===== src/rtl/uart_pkg.sv =====
// Shared definitions for the UART transmit path: scheduler states, reset divisor
// and the baud-divisor width derived from the byte width.
package uart_pkg;

  typedef enum logic [1:0] {
    IDLE = 2'd0,
    SEND = 2'd1,
    WAIT = 2'd2
  } sched_state_e;

  localparam int DATA_WIDTH_DEF   = 8;
  localparam int BAUD_DIV_RST_DEF = 868;  // 100 MHz / 115200

  function automatic int baud_w_of(input int data_width);
    return 2 * data_width + 1;
  endfunction

endpackage


===== src/rtl/uart_rr_pick.sv =====
// Combinational rotate-priority picker: first set bit of valid_i scanning
// upward from ptr_i with wrap at NUM_REQ.
module uart_rr_pick #(
  parameter int NUM_REQ = 4,
  localparam int IDX_W  = $clog2(NUM_REQ)
) (
  input  logic [NUM_REQ-1:0] valid_i,
  input  logic [IDX_W-1:0]   ptr_i,
  output logic               any_o,
  output logic [IDX_W-1:0]   win_o
);

  localparam int J_W = IDX_W + 1;

  logic [J_W-1:0] j;

  always_comb begin
    any_o = 1'b0;
    win_o = '0;
    j     = '0;
    for (int k = 0; k < NUM_REQ; k++) begin
      j = {1'b0, ptr_i} + J_W'(k);
      if (j >= J_W'(NUM_REQ)) j = j - J_W'(NUM_REQ);
      if (!any_o && valid_i[j[IDX_W-1:0]]) begin
        any_o = 1'b1;
        win_o = j[IDX_W-1:0];
      end
    end
  end

endmodule


===== src/rtl/uart_tx_sched.sv =====
// Round-robin scheduler sharing one uart_tx between NUM_REQ byte producers,
// with packet locking so multi-byte records stay contiguous on the line.
module uart_tx_sched
  import uart_pkg::*;
#(
  parameter int DATA_WIDTH   = DATA_WIDTH_DEF,
  parameter int NUM_REQ      = 4,
  parameter int BAUD_W       = baud_w_of(DATA_WIDTH),
  parameter int BAUD_DIV_RST = BAUD_DIV_RST_DEF,
  parameter int LOCK_TO      = 4096,
  localparam int IDX_W       = $clog2(NUM_REQ)
) (
  input  logic                          clk_i_sched,
  input  logic                          rst_i_sched,
  input  logic [NUM_REQ-1:0]            req_valid_i,
  input  logic [NUM_REQ*DATA_WIDTH-1:0] req_data_i,
  input  logic [NUM_REQ-1:0]            req_last_i,
  output logic [NUM_REQ-1:0]            req_ack_o,
  input  logic [BAUD_W-1:0]             cfg_baud_div_i,
  output logic                          tx_start_o,
  output logic [DATA_WIDTH-1:0]         tx_data_o,
  output logic [BAUD_W-1:0]             baud_div_o,
  input  logic                          tx_active_i,
  input  logic                          tx_done_i,
  output logic [IDX_W-1:0]              grant_o,
  output logic                          busy_o,
  output logic                          lock_err_o,
  output logic [1:0]                    state_o
);

  localparam int TO_W = (LOCK_TO > 2) ? $clog2(LOCK_TO) : 1;

  // Handshake: a requester holds req_valid_i/data/last stable until it sees
  // a one-cycle req_ack_o; the ack means the byte has been captured.

  sched_state_e              state_q, state_d;
  logic [DATA_WIDTH-1:0]     data_q, data_d;
  logic [NUM_REQ-1:0]        ack_q, ack_d;
  logic                      start_q, start_d;
  logic [IDX_W-1:0]          grant_q, grant_d;
  logic                      busy_q, busy_d;
  logic                      last_q, last_d;
  logic                      lock_q, lock_d;
  logic [IDX_W-1:0]          lock_idx_q, lock_idx_d;
  logic [IDX_W-1:0]          rr_ptr_q, rr_ptr_d;
  logic [TO_W-1:0]           to_cnt_q, to_cnt_d;
  logic                      lock_err_q, lock_err_d;
  logic [BAUD_W-1:0]         baud_q, baud_d;

  logic [NUM_REQ-1:0]        elig;
  logic                      any;
  logic [IDX_W-1:0]          win;

  function automatic logic [IDX_W-1:0] wrap_inc(input logic [IDX_W-1:0] x);
    return (x == IDX_W'(NUM_REQ - 1)) ? '0 : x + 1'b1;
  endfunction

  // While locked only the lock owner may compete.
  assign elig = lock_q ? (req_valid_i & (NUM_REQ'(1) << lock_idx_q)) : req_valid_i;

  uart_rr_pick #(.NUM_REQ(NUM_REQ)) u_pick (
    .valid_i (elig),
    .ptr_i   (rr_ptr_q),
    .any_o   (any),
    .win_o   (win)
  );

  always_comb begin
    state_d    = state_q;
    data_d     = data_q;
    ack_d      = '0;
    start_d    = 1'b0;
    grant_d    = grant_q;
    busy_d     = busy_q;
    last_d     = last_q;
    lock_d     = lock_q;
    lock_idx_d = lock_idx_q;
    rr_ptr_d   = rr_ptr_q;
    to_cnt_d   = to_cnt_q;
    lock_err_d = 1'b0;
    baud_d     = baud_q;
    case (state_q)
      IDLE: begin
        if (!lock_q) baud_d = cfg_baud_div_i;
        if (!tx_active_i && any) begin
          state_d  = SEND;
          data_d   = req_data_i[int'(win)*DATA_WIDTH +: DATA_WIDTH];
          ack_d    = NUM_REQ'(1) << win;
          start_d  = 1'b1;
          grant_d  = win;
          busy_d   = 1'b1;
          last_d   = req_last_i[win];
          to_cnt_d = '0;
        end else if (lock_q && !req_valid_i[lock_idx_q]) begin
          if (to_cnt_q == TO_W'(LOCK_TO - 1)) begin
            lock_d     = 1'b0;
            rr_ptr_d   = wrap_inc(lock_idx_q);
            lock_err_d = 1'b1;
            to_cnt_d   = '0;
          end else begin
            to_cnt_d = to_cnt_q + 1'b1;
          end
        end
      end
      SEND: state_d = WAIT;
      WAIT: begin
        if (tx_done_i) begin
          state_d = IDLE;
          busy_d  = 1'b0;
          if (last_q) begin
            lock_d   = 1'b0;
            rr_ptr_d = wrap_inc(grant_q);
          end else begin
            lock_d     = 1'b1;
            lock_idx_d = grant_q;
          end
        end
      end
      default: state_d = IDLE;
    endcase
  end

  always_ff @(posedge clk_i_sched) begin
    if (rst_i_sched) begin
      state_q    <= IDLE;
      data_q     <= '0;
      ack_q      <= '0;
      start_q    <= 1'b0;
      grant_q    <= '0;
      busy_q     <= 1'b0;
      last_q     <= 1'b0;
      lock_q     <= 1'b0;
      lock_idx_q <= '0;
      rr_ptr_q   <= '0;
      to_cnt_q   <= '0;
      lock_err_q <= 1'b0;
      baud_q     <= BAUD_W'(BAUD_DIV_RST);
    end else begin
      state_q    <= state_d;
      data_q     <= data_d;
      ack_q      <= ack_d;
      start_q    <= start_d;
      grant_q    <= grant_d;
      busy_q     <= busy_d;
      last_q     <= last_d;
      lock_q     <= lock_d;
      lock_idx_q <= lock_idx_d;
      rr_ptr_q   <= rr_ptr_d;
      to_cnt_q   <= to_cnt_d;
      lock_err_q <= lock_err_d;
      baud_q     <= baud_d;
    end
  end

  assign req_ack_o  = ack_q;
  assign tx_start_o = start_q;
  assign tx_data_o  = data_q;
  assign baud_div_o = baud_q;
  assign grant_o    = grant_q;
  assign busy_o     = busy_q;
  assign lock_err_o = lock_err_q;
  assign state_o    = state_q;

endmodule


===== config.mk =====
export PLATFORM = sky130hd
export DESIGN_NAME = uart_tx_sched
export DESIGN_NICKNAME = d
export VERILOG_FILES = /design/src/rtl/uart_pkg.sv /design/src/rtl/uart_rr_pick.sv /design/src/rtl/uart_tx_sched.sv
export SDC_FILE = /design/constraint.sdc
export NUM_CORES = 1
export LEC_CHECK = 0
export CORE_UTILIZATION = 48
export DETAILED_ROUTE_END_ITERATION = 8
export MAX_ROUTING_LAYER = met4
export PLACE_DENSITY_LB_ADDON = 0.08
export SYNTH_ARGS = -nofsm -noshare
export SYNTH_HDL_FRONTEND = slang
export SYNTH_HIERARCHICAL = 1
export SYNTH_SLANG_ARGS = --single-unit

===== constraint.sdc =====
create_clock -name clk_i_sched -period 5.1 [get_ports clk_i_sched]
set_input_delay 1.02 -clock clk_i_sched [delete_from_list [all_inputs] [get_ports clk_i_sched]]
set_output_delay 1.02 -clock clk_i_sched [all_outputs]
set_load 0.02 [all_outputs]

# Word-level counts from Yosys, hierarchy flattened
# Index checks and enable logic that the tools add are counted.
# word_totals
ff_bits	54
input_bits	61
out_inout_bits	36
wordCells	127
# classes
n_eq_ne	11
n_reduce_logical	24
bitwise_logic	6
order_cmp	10
add_sub_neg	10
mux	50
shift	3
# ops
op	count
12-bit two-way mux	3
2-bit two-way mux	17
32-bit by 6-bit variable part select with 8-bit output	1
1-bit two-way mux	19
2-bit by 3-bit < comparator with 1-bit output, second input constant	6
12-bit by 1-bit adder with 12-bit output, second input constant	1
1-bit binary-select mux with 2-bit select	6
12-bit == test, second input constant	1
2-bit != test, second input constant	6
3-bit greater-or-equal comparator, second input constant	3
2-bit AND reduction	4
1-bit by 2-bit left shift with 4-bit output, first input constant	2
2-bit by 1-bit subtractor with 2-bit output, second input constant	4
2-bit by 2-bit adder with 3-bit output, second input constant	2
2-bit == test, second input constant	3
2-bit case mux with 3 select lines	1
3-bit AND reduction	2
6-bit AND reduction	1
1-bit logical AND	5
1-bit zero test	5
1-bit NOT	5
5-bit AND reduction	1
2-bit by 1-bit adder with 2-bit output, second input constant	2
4-bit bitwise AND	1
other kinds (11)	13

# Depth between registers and ports, before layout
# Gate-level depths: netlist of run 1.
# depth
ltp_word	18
mapped_depth	12
depth_no_buf	11

# Cells and area by module
# Netlist of run 1, hierarchy kept.
# modules_own_cells
module	cells_per_inst	instances	seq_area_each_um2	area_per_inst_um2
uart_tx_sched	274	1	1081.0	2509.9
uart_rr_pick	15	1	0.0	77.6

# Worst setup path after synthesis of run 1
# Ideal clock, no wire load.
# synth_path
kind	input-to-reg
start	input port req_valid_i[1]
end	register data_q[0] (netlist: tx_data_o[0])
path_slack_ps	1862
path_stages	8
required_ps	4983
t_arrival_ps	3122
n_path_buf	2
setup_time_ps	117
path_cell_list	a21boi_0 -> inv_1 -> a221o_1 -> a21oi_1 -> buf_2 -> clkbuf_1 -> mux4_2 -> a22o_1
# synth_via
word_cells_on_any_way	27
classes_between	shift: 1; mux: 17; bitwise: 1; reduce/logical: 8
# synth_rtl
element	line	rtl
start: declaration	uart_tx_sched.sv:15	input logic [NUM_REQ-1:0] req_valid_i,
4-bit bitwise AND	uart_tx_sched.sv:59	assign elig = lock_q ? (req_valid_i & (NUM_REQ'(1) << lock_idx_q)) : req_valid_i;
4-bit two-way mux (*)	uart_tx_sched.sv:59	
1-bit binary-select mux with 2-bit select	uart_rr_pick.sv:24	if (!any_o && valid_i[j[IDX_W-1:0]]) begin
1-bit two-way mux (implied by the code)	uart_rr_pick.sv:24	
1-bit two-way mux	uart_rr_pick.sv:24	
1-bit zero test	uart_rr_pick.sv:24	
1-bit logical AND	uart_rr_pick.sv:24	
1-bit two-way mux	uart_rr_pick.sv:24	
1-bit zero test	uart_rr_pick.sv:24	
1-bit logical AND	uart_rr_pick.sv:24	
1-bit two-way mux	uart_rr_pick.sv:24	
1-bit zero test	uart_rr_pick.sv:24	
1-bit logical AND	uart_rr_pick.sv:24	
2-bit two-way mux (*)	uart_rr_pick.sv:24	
via win[0]	uart_tx_sched.sv:52	logic [IDX_W-1:0] win;
32-bit by 6-bit variable part select with 8-bit output (*)	uart_tx_sched.sv:87	data_d = req_data_i[int'(win)*DATA_WIDTH +: DATA_WIDTH];
end signal: assignment	uart_tx_sched.sv:140	data_q <= data_d;
end: declaration	uart_tx_sched.sv:37	logic [DATA_WIDTH-1:0] data_q, data_d;
# Mark *: on every way through the listed nets, which the timed path passes. The rest lies on a longest branch. The select of a mux whose other input is x is not followed.
# A chain may end at the register's enable or synchronous reset.

# Final worst setup path of run 1
# layout_path
start	input port req_valid_i[1]
end	register data_q[1] (netlist: tx_data_o[1])
# layout_via
word_cells_on_any_way	27
classes_between	shift: 1; mux: 17; bitwise: 1; reduce/logical: 8
# layout_rtl
element	line	rtl
4-bit bitwise AND	uart_tx_sched.sv:59	
4-bit two-way mux (*)	uart_tx_sched.sv:59	
via elig[1]	uart_tx_sched.sv:50	logic [NUM_REQ-1:0] elig;
1-bit binary-select mux with 2-bit select	uart_rr_pick.sv:24	
1-bit two-way mux (implied by the code)	uart_rr_pick.sv:24	
1-bit two-way mux	uart_rr_pick.sv:24	
1-bit zero test	uart_rr_pick.sv:24	
1-bit logical AND	uart_rr_pick.sv:24	
1-bit two-way mux	uart_rr_pick.sv:24	
1-bit zero test	uart_rr_pick.sv:24	
1-bit logical AND	uart_rr_pick.sv:24	
1-bit two-way mux	uart_rr_pick.sv:24	
1-bit zero test	uart_rr_pick.sv:24	
1-bit logical AND	uart_rr_pick.sv:24	
2-bit two-way mux (*)	uart_rr_pick.sv:24	
via win[0]	uart_tx_sched.sv:52	
32-bit by 6-bit variable part select with 8-bit output (*)	uart_tx_sched.sv:87	
# Marks and branches as above.

==> results of run 1 <==
per-stage QoR:
step                worst slack (ns)    util  cells  cell area (µm²)  total power, µW
floorplan                      1.862       -    289             2587            585.5
global placement               1.581  0.7025    444             3611            691.5
detailed placement             1.541  0.7025    444             3611            695.9
CTS                            1.883  0.7193    452             3697            930.3
global route                   1.701  0.7193    452             3697            967.7
finish                         1.883  0.7193    452             3697            923.7
cells in the mapped netlist (2+ instances only):
cell type,count
dfxtp_1,54
nand2_1,47
a21oi_1,23
nor2_1,20
inv_1,16
nand3_1,13
clkbuf_1,11
a22o_1,10
mux4_2,9
o21ai_0,9
ha_1,6
nor3_1,6
buf_2,5
a21boi_0,4
o31ai_1,4
and3_1,3
mux2i_1,3
nand2b_1,3
nand4_1,3
nor2b_1,3
o41ai_1,3
or3_1,3
a211o_1,2
a32oi_1,2
o211ai_1,2
o221a_2,2
per-layer routing:
metal  share of wire  vias to the layer above
met1            0.43                     1161
met3           0.043                        7
met2            0.51                       55
met5               0                        -
met4           0.012                        0
li1                -                     1224
cell type report:
type	instances	area share
multi-input combinational	202	0.3733
sequential	54	0.2924
timing repair buffer	101	0.2701
tap	70	0.02369
clock buffer	6	0.01963
inverter	17	0.01726
clock inverter	2	0.003723
worst max-delay path: stages:
cell	delay (ns)
clkdlybuf4s50_1	0.49
a21boi_0	0.32
inv_1	0.10
a221o_1	0.37
a21oi_2	0.14
buf_4	0.25
mux4_2	0.52
a22o_1	0.23
state kept, by name (all words and copies together), names as in the netlist:
signal / count
lock_idx_q: 2
busy_o: 1
lock_err_o: 1
req_ack_o: 4
lock_q: 1
state_o: 2
tx_start_o: 1
tx_data_o: 8
last_q: 1
grant_o: 2
to_cnt_q: 12
baud_div_o: 17
rr_ptr_q: 2
power by group:
group	switching (µW)	internal (µW)
logic	102	120
registers	16.6	446
clock network	141	97.3
worst max path at each step:
stage,startpoint,endpoint,slack [ns],cells after the start
after floorplan,req_valid_i[1],tx_data_o[0],1.86,8
after global placement,req_valid_i[1],tx_data_o[1],1.58,8
after detailed placement,req_valid_i[1],tx_data_o[1],1.54,8
after CTS,req_valid_i[1],tx_data_o[1],1.88,8
after global routing,req_valid_i[0],rr_ptr_q[0],1.70,9
final,req_valid_i[1],tx_data_o[1],1.88,8
layout by cell type, fill, tap and decap left out, drive strengths merged, types with 2 or more instances in the layout:
cell           instances
a211o                  2
a21boi                 4
a21oi                 23
a22o                  10
a32oi                  2
and3                   3
buf                    5
clkbuf                 6
clkdlybuf4s50         96
clkinv                 2
dfxtp                 54
ha                     6
inv                   17
mux2                   2
mux2i                  3
mux4                   9
nand2                 48
nand2b                 3
nand3                 13
nand4                  4
nor2                  20
nor2b                  3
nor3                   6
o211ai                 2
o21ai                  9
o221a                  2
o221ai                 2
o31ai                  4
o41ai                  3
or2                    2
or3                    3
logic make-up after synthesis:
kind of cell | count (synthesis) | share of synthesized area
AO/OA/AOI/OAI | 71 | 0.1963
buffers and inverters | 33 | 0.05029
multiplexers | 14 | 0.1001
AND/OR/NAND/NOR | 111 | 0.2065
adder cells (fa/ha/maj) | 6 | 0.02901
flip-flops | 54 | 0.4178
==> results by group, run 1 <==
Status
  – Status: completed

Yosys
  – Yosys top cell area share: 0.4178
  – Register area share after synthesis: 0.4178
  – Post-synthesis net count: about 360
  – Async S/R FF share, synth: 0
  – Synth area leaders: dfxtp_1, mux4_2, nand2_1
  – Avg Cell Area, Syn: 8.953 µm²
  – Synth area leader: dfxtp_1
  – Post-Syn Instances: between 200 and 300
  – Synth Register Bits: 54
  – Ys Warns: 6
  – Post-Syn Area: roughly 2600 µm²
  – Post-synth EDFFs: 0
  – Distinct cells, synth: between 40 and 50
  – Top_reg_cell synth: dfxtp_1

Worst hold path
  – Hold path depth: 2
  – Worst Hold Endpoint: baud_div_o[14]
  – Min-Delay Path Class: flop to flop
  – Hold_sp: baud_div_o[14]

Global route
  – Global-route track usage on met1: 0.3051
  – Most used routing layer: met2
  – Met3 GRT Util: 0.05026
  – Pin count of the biggest net entering global routing: 28
  – Total GRT Usage: 0.2381
  – Vias in the first global route: roughly 2,100
  – First-pass GRT wire length: approximately 9900 µm
  – Final global-route overflow total: 0
  – Initial antenna violation count: 0
  – Met2 Use GR: 0.3869

Timing
  – Minimum clock period: approximately 3.2 ns
  – Finish-stage setup viols: 0
  – Worst Clk Skew: 0.01556 ns
  – Hold Slack: between 0.4 and 0.5 ns
  – Final hold vios: 0
  – Fmax: slightly above 0.3 GHz
  – Fin crit share: 0.6308
  – RSZ-0062 raised after global routing: false
  – Actual slew at the worst max-slew pin: 1.098 ns
  – Slew Viols, Final: 0
  – Setup TNS: 0 ns
  – Worst rel slew slack: 0.2652

Floorplanning
  – Width of the die: around 75 µm
  – I/O pin count: a little under 100
  – Die Y-Extent: between 70 and 80 µm
  – Die area: 5688 µm²
  – CORE AREA: 5140 µm²
  – # rows: 26
  – Initial core utilization: 0.5034

Setup path
  – R2R setup slack: between 2 and 2.5 ns
  – Worst Reg-to-Reg Cells: 9
  – Crit-path max FO: 14
  – Crit Path Class: primary input to flop
  – Crit end category: flop
  – Worst EP required: 5.32 ns
  – Setup crit start kind: primary input
  – Worst r2r src: lock_idx_q[0]
  – Critical path arrival: around 3.4 ns
  – Reg2Reg Capture Point: tx_data_o[1]

Power and ir drop
  – Power Density: ~250 nW/µm²
  – Maximum vdd drop: between 150 and 200 µV
  – Leak: ~0.0014 µW

Route
  – Drt first-iter violations: between 100 and 150
  – DR vias: roughly 2,400
  – Routed len/inst: roughly 14 µm
  – ANT nets after route: 0
  – Pre-antenna DRT Iters: 4
  – Vias/cell: ~5.4
  – Routed WL: approximately 6400 µm
  – DRC: 0

Clock tree
  – Clk_lat worst skew: 0.31 ns
  – Root Driver: clkbuf_8
  – CTS tree: yes
  – CTS Sinks: between 50 and 60
  – H-tree Lvls: 2
  – Hold buffers post-CTS: 0
  – Clock slew at reported path FFs: around 0.10 ns
  – Longest Clk Path Bufs: 2
  – Total setup buffers inserted after CTS: 0
  – CTS Buf Count: 5
  – Post-CTS resize count: 0

Flow run
  – Max_cap viols: 0

Cells and area
  – Register area: 1081 µm²
  – # diodes: 0
  – # nets final: 448
  – Layout cells sized above 1: 0.08639
  – Area delta synth->final: 42.89%
  – Footprint of the multi-input gates: between 1000 and 1500 µm²
  – Fillers: ~440

Placed design
  – Placer Congestion: 0.8138
  – Port Buffer Count: 96
  – Dpl hpwl: roughly 4700 µm
Note: power is estimated with default switching activity, not from simulation.
==> run 2: changes to the inputs <==
--- a/config.mk
+++ b/config.mk
@@ -5,7 +5,7 @@
 export SDC_FILE = /design/constraint.sdc
 export NUM_CORES = 1
 export LEC_CHECK = 0
-export CORE_UTILIZATION = 48
+export CORE_UTILIZATION = 44
 export DETAILED_ROUTE_END_ITERATION = 8
 export MAX_ROUTING_LAYER = met4
 export PLACE_DENSITY_LB_ADDON = 0.08
==> constraint.sdc (replaced) <==
create_clock -name clk_i_sched -period 3 [get_ports clk_i_sched]
set_input_delay 0.6 -clock clk_i_sched [delete_from_list [all_inputs] [get_ports clk_i_sched]]
set_output_delay 0.6 -clock clk_i_sched [all_outputs]
set_load 0.02 [all_outputs]
==> run 2 against run 1 <==
- clock skew is 0.0015 ns lower
- via count up 4.3%
- sequential share of layout area is 0.78 points lower
- die area up 8.8%
- clock power increased by 85%
- sequential power increased by 71%
- total power rose by 76%
- setup slack got worse by 1.7 ns
- clock-buffer cell count stayed put
- cell area up 2.7%
- critical path type is now flop to flop
- largest cell class unchanged
- largest power group unchanged
- highest routed layer unchanged
==> results by group, run 2 (same netlist as run 1, synthesis figures left out) <==
Worst hold path
  – Min-Delay Path Class: flop to flop
  – Hold path depth: 2 (unchanged)

Timing
  – Hold Slack: 0.4627 ns (+0.003255 ns)
  – Final hold vios: 0 (unchanged)
  – Fmax: around 0.36 GHz
  – Actual slew at the worst max-slew pin: 0.6430 ns (-0.4552 ns)
  – Finish-stage setup viols: 0 (unchanged)
  – Setup TNS: 0 ns (unchanged)
  – Worst Clk Skew: 0.01401 ns (-0.001546 ns)
  – Slew Viols, Final: 0 (unchanged)
  – Fin crit share: 0.9245
  – Minimum clock period: about 2.8 ns
  – Worst rel slew slack: 0.5713 (+0.3061)
  – RSZ-0062 raised after global routing: false

Cells and area
  – # diodes: 0 (unchanged)
  – Most common cell after layout, fill and taps aside: clkdlybuf4s50_1
  – Area delta synth->final: 46.81%
  – # nets final: 456 (+1.8%)
  – Largest register FFs: 17 (unchanged)
  – Most frequent cells in the layout: clkdlybuf4s50_1, dfxtp_1, nand2_1, nor2_1, a21oi_1
  – Layout cells sized above 1: 0.1154 (+0.02900)

Setup path
  – Critical path arrival: 2.98 ns (-0.46 ns)
  – Crit end category: flop
  – Setup crit start kind: flop
  – Crit Path Class: flop to flop
  – Worst EP required: 3.20 ns (-2.12 ns)
  – Worst Reg-to-Reg Cells: 10 (+1)
  – Crit-path max FO: 8 (-6)

Route
  – Routed WL: 6782 µm (+6.5%)
  – DRC: 0 (unchanged)
  – Routed len/inst: 14.68 µm (+4.1%)
  – DR vias: 2,551 (+4.3%)
  – Pre-antenna DRT Iters: 4 (unchanged)
  – ANT nets after route: 0 (unchanged)
  – Vias/cell: 5.522 (+2.0%)
  – Drt first-iter violations: 94 (-30%)

Clock tree
  – Clk_lat worst skew: 0.32 ns (about the same)
  – H-tree Lvls: 2 (unchanged)
  – Total setup buffers inserted after CTS: 0 (unchanged)
  – Clock slew at reported path FFs: 0.11 ns (about the same)
  – CTS Buf Count: 5 (unchanged)
  – CTS Sinks: 54 (unchanged)
  – Root Driver: clkbuf_8
  – CTS tree: yes
  – Longest Clk Path Bufs: 2 (unchanged)

Global route
  – Final global-route overflow total: 0 (unchanged)
  – Vias in the first global route: 2,454 (+15%)
  – Pin count of the biggest net entering global routing: 27 (-3.6%)
  – Total GRT Usage: 0.2415 (+0.003439)
  – Initial antenna violation count: 0 (unchanged)
  – First-pass GRT wire length: 11,340 µm (+14%)

Floorplanning
  – # rows: 27 (+3.8%)
  – Die Y-Extent: 78.69 µm (+4.3%)
  – Die area: 6191 µm² (+8.8%)
  – I/O pin count: 97 (unchanged)
  – Initial core utilization: 0.4642 (-0.03921)
  – CORE AREA: 5574 µm² (+8.4%)
  – Width of the die: 78.69 µm (+4.3%)

Status
  – Status: completed

Placed design
  – Dpl hpwl: 4981 µm (+5.2%)
  – Placer Congestion: 0.8201 (+0.77%)
  – Port Buffer Count: 96 (unchanged)

Power and ir drop
  – Maximum vdd drop: 374.1 µV (+96%)
  – Leak: 0.001455 µW (+3.5%)
  – Power Density: 427.8 nW/µm² (+71%)

Flow run
  – Max_cap viols: 0 (unchanged)
run 2: metrics by stage:
| stage | utilization | total power, µW | area, µm² | std cells | setup WS [ns] |
|---|---|---|---|---|---|
| after CTS | 0.6801 | 1641 | 3791 | 462 | 0.05384 |
| after global routing | 0.6815 | 1702 | 3799 | 462 | 0.06176 |
| final | 0.6815 | 1625 | 3799 | 462 | 0.2265 |
| after global placement | 0.6622 | 1192 | 3691 | 454 | -0.1686 |
| after detailed placement | 0.6622 | 1199 | 3691 | 454 | -0.1860 |
| after floorplan | - | 995.3 | 2587 | 289 | 0.1645 |
run 2: critical path, stage by stage, from the launching register on:
cell and delay [ns]:
dfxtp_1 0.51, inv_1 0.13, ha_1 0.22, inv_1 0.05
a21boi_0 0.13, buf_4 0.19, a221o_1 0.31, a21oi_2 0.22
buf_4 0.22, mux4_2 0.50, a22o_1 0.19
run 2: repair_timing:
| item | CTS | global route |
|---|---|---|
| setup endpoints to repair | 0 | 10 |
| endpoints found under the hold margin | 0 | 0 |
| hold buffers | 0 | 0 |
| resized for setup | 0 | 2 |
run 2: routing by layer:
| layer | global-route usage | up-vias | routed length (µm) |
|---|---|---|---|
| met3 | 0.03721 | 12 | 257 |
| met4 | 0.09630 | 0 | 154 |
| met1 | 0.2831 | 1217 | 2910 |
| met5 | - | - | 0 |
| li1 | - | 1242 | - |
| met2 | 0.4122 | 80 | 3458 |
run 2: path summary, 6_finish.rpt:
| kind | start | to | slack [ns] |
|---|---|---|---|
| worst max-delay path | lock_idx_q[0] | tx_data_o[4] | 0.23 |
| worst min register to register | baud_div_o[7] | baud_div_o[7] | 0.46 |
| worst max register to register | lock_idx_q[0] | tx_data_o[4] | 0.23 |
| worst min-delay path | baud_div_o[7] | baud_div_o[7] | 0.46 |
run 2: final cells by class:
type / count / area (µm²)
Fill cell: 469 / 1775
Clock inverter: 2 / 17.52
Sequential cell: 54 / 1081
Tap cell: 72 / 90.09
Inverter: 17 / 63.81
Timing Repair Buffer: 109 / 1071
Clock buffer: 6 / 82.58
Multi-Input combinational cell: 202 / 1393
run 2: report_power, final:
part	switching, µW	internal (µW)	leakage, µW
Clock	251	191	0.0000514
Combinational	179	216	0.000962
Sequential	29.8	758	0.000442
==> run 3: changes to the inputs <==
--- a/config.mk
+++ b/config.mk
@@ -5,10 +5,12 @@
 export SDC_FILE = /design/constraint.sdc
 export NUM_CORES = 1
 export LEC_CHECK = 0
+export ABC_CLOCK_PERIOD_IN_PS = 3000
 export CORE_UTILIZATION = 44
 export DETAILED_ROUTE_END_ITERATION = 8
 export MAX_ROUTING_LAYER = met4
 export PLACE_DENSITY_LB_ADDON = 0.08
+export RECOVER_POWER = 100
 export SYNTH_ARGS = -nofsm -noshare
 export SYNTH_HDL_FRONTEND = slang
 export SYNTH_HIERARCHICAL = 1
==> run 3 against run 2 <==
- sequential share of layout area is 0.26 points higher
- via count is 0.78% lower
- maximum frequency about the same
- clock power about the same
- combinational power down 5%
- die area did not move
- highest routed layer unchanged
- clock-buffer cell count unchanged
- global-route usage unchanged
- total power is 1.2% lower
- cell count did not move
- clock skew fell by 0.0030 ns
- critical path type unchanged
- utilization shrank 0.61 points
==> results by group, run 3 (same netlist as run 1, synthesis figures left out) <==
Status
  – Status: completed

Setup path
  – Crit path max-delay family: compound AO/OA/AOI/OAI gates
  – Buffers & Inverters on Critical Path: 4 (unchanged)
  – Crit end category: flop
  – Critical path arrival: 2.98 ns (about the same)
  – Critical path's largest stage delay: 0.51 ns (about the same)
  – Worst EP required: 3.20 ns (about the same)
  – Crit-path max FO: 8 (unchanged)
  – Crit Path Class: flop to flop
  – Setup crit start kind: flop
  – Slowest CP cell: dfxtp_1
  – Cell breakdown of the critical path: inv_1 -> ha_1 -> inv_1 -> a21boi_0 -> buf_4 -> a221o_1 -> a21oi_2 -> buf_4 -> mux4_2 -> a22o_1

Timing
  – Worst rel slew slack: 0.2060 (-0.3653)
  – Finish-stage setup viols: 0 (unchanged)
  – Minimum clock period: 2.774 ns (+0.0004540 ns)
  – Final hold vios: 0 (unchanged)
  – Worst Clk Skew: 0.01098 ns (-0.003030 ns)
  – Fmax: 0.3605 GHz (about the same)
  – RSZ-0062 raised after global routing: false
  – Slew Viols, Final: 0 (unchanged)
  – Actual slew at the worst max-slew pin: 1.191 ns (+0.5480 ns)
  – Fin crit share: 0.9247 (about the same)

Power and ir drop
  – Maximum vdd drop: 372.3 µV (-0.47%)
  – Power, Total: 1605 µW (-1.2%)
  – Power Density: 426.4 nW/µm² (-0.34%)
  – Leak: 0.001517 µW (+4.2%)

Cells and area
  – Final core occ: 0.6754 (-0.006060)
  – Footprint of the multi-input gates: 1370 µm² (-1.6%)
  – # diodes: 0 (unchanged)
  – Most frequent cells in the layout: clkdlybuf4s50_1, dfxtp_1, nand2_1, dlygate4sd3_1
  – Largest register FFs: 17 (unchanged)
  – Register area: 1081 µm² (unchanged)
  – Fillers: 475 (+1.3%)
  – # nets final: 456 (unchanged)
  – Most common cell after layout, fill and taps aside: clkdlybuf4s50_1
  – Area delta synth->final: 45.50%
  – Layout cells sized above 1: 0.1026 (-0.01282)

Global route
  – Total GRT Usage: 0.2415 (unchanged)
  – Final global-route overflow total: 0 (unchanged)
  – Pin count of the biggest net entering global routing: 27 (unchanged)
  – First-pass GRT wire length: 11,340 µm (unchanged)
  – Vias in the first global route: 2,454 (unchanged)
  – Initial antenna violation count: 0 (unchanged)

Route
  – Routed WL: 6792 µm (+0.15%)
  – DR vias: 2,531 (-0.78%)
  – Vias/cell: 5.478 (-0.78%)
  – Pre-antenna DRT Iters: 4 (unchanged)
  – ANT nets after route: 0 (unchanged)
  – Drt first-iter violations: 102 (+8.5%)
  – DRC: 0 (unchanged)
  – Routed len/inst: 14.70 µm (+0.15%)

Floorplanning
  – Initial core utilization: 0.4642 (unchanged)
  – Die area: 6191 µm² (unchanged)
  – I/O pin count: 97 (unchanged)
  – Die Y-Extent: 78.69 µm (unchanged)
  – Width of the die: 78.69 µm (unchanged)
  – # rows: 27 (unchanged)
  – CORE AREA: 5574 µm² (unchanged)

Clock tree
  – Hold buffers post-CTS: 0 (unchanged)
  – Longest Clk Path Bufs: 2 (unchanged)
  – Clk_lat worst skew: 0.31 ns (about the same)
  – Root Driver: clkbuf_8
  – Total setup buffers inserted after CTS: 0 (unchanged)
  – CTS Buf Count: 5 (unchanged)
  – CTS tree: yes
  – CTS Sinks: 54 (unchanged)
  – H-tree Lvls: 2 (unchanged)
  – Clock slew at reported path FFs: 0.11 ns (about the same)
  – Post-CTS resize count: 0 (unchanged)

Placed design
  – Dpl hpwl: 4981 µm (unchanged)
  – Placer Congestion: 0.8201 (unchanged)
  – Port Buffer Count: 96 (unchanged)

Flow run
  – Max_cap viols: 0 (unchanged)

Worst hold path
  – Min-Delay Path Class: flop to flop
run 3: cell types whose count changed in the layout (fill, tap and decap cells not counted):
cell	previous run	this run
o221ai_4	1	0
nor3_2	1	0
o221ai_1	1	2
clkbuf_1	0	3
nor3_1	5	6
clkdlybuf4s50_1	96	59
buf_4	12	9
dlygate4sd3_1	0	37
run 3: final timing paths:
kind / from / end / slack (ns) / cells past startpoint
worst max-delay path: lock_idx_q[0] / tx_data_o[4] / 0.23 / 10
worst min register to register: baud_div_o[0] / baud_div_o[0] / 0.46 / 2
worst max register to register: lock_idx_q[0] / tx_data_o[4] / 0.23 / 10
worst min-delay path: baud_div_o[0] / baud_div_o[0] / 0.46 / 2
run 3: area by class of cell:
cell class                 instances  area share
multi-input combinational        202      0.3639
sequential                        54      0.2871
timing repair buffer             109      0.2815
tap                               72     0.02393
clock buffer                       6     0.02193
inverter                          17     0.01695
clock inverter                     2    0.004653
run 3: worst min-delay path, cell delays in order, from the launching register on:
cell and delay (ns):
dfxtp_1 0.32, nand2_1 0.05, a21oi_1 0.05
run 3: stage by stage:
step | std cells | hold slack [ns] | area [µm²] | setup TNS [ns] | worst slack [ns]
finish | 462 | 0.4603 | 3765 | 0 | 0.2260
global route | 462 | 0.4774 | 3765 | 0 | 0.04783
CTS | 462 | 0.4641 | 3791 | 0 | 0.05384
detailed placement | 454 | 0.4492 | 3691 | -1.435 | -0.1860
global placement | 454 | 0.4410 | 3691 | -1.139 | -0.1686
floorplan | 289 | 0.4366 | 2587 | 0 | 0.1645
run 3: metal layers:
layer | share of wire | vias up | track usage
met5 | 0 | - | -
met4 | 0.024 | 0 | 0.09630
met3 | 0.039 | 13 | 0.03721
met2 | 0.50 | 81 | 0.4122
met1 | 0.44 | 1195 | 0.2831
li1 | - | 1242 | -
run 3: where the power goes:
part | total, µW | switching [µW] | internal (µW) | leakage, µW
clock | 442 | 251 | 191 | 0.0000514
combinational | 377 | 178 | 199 | 0.00102
sequential | 786 | 28.1 | 758 | 0.000442
total | 1610 | 457 | 1150 | 0.00152
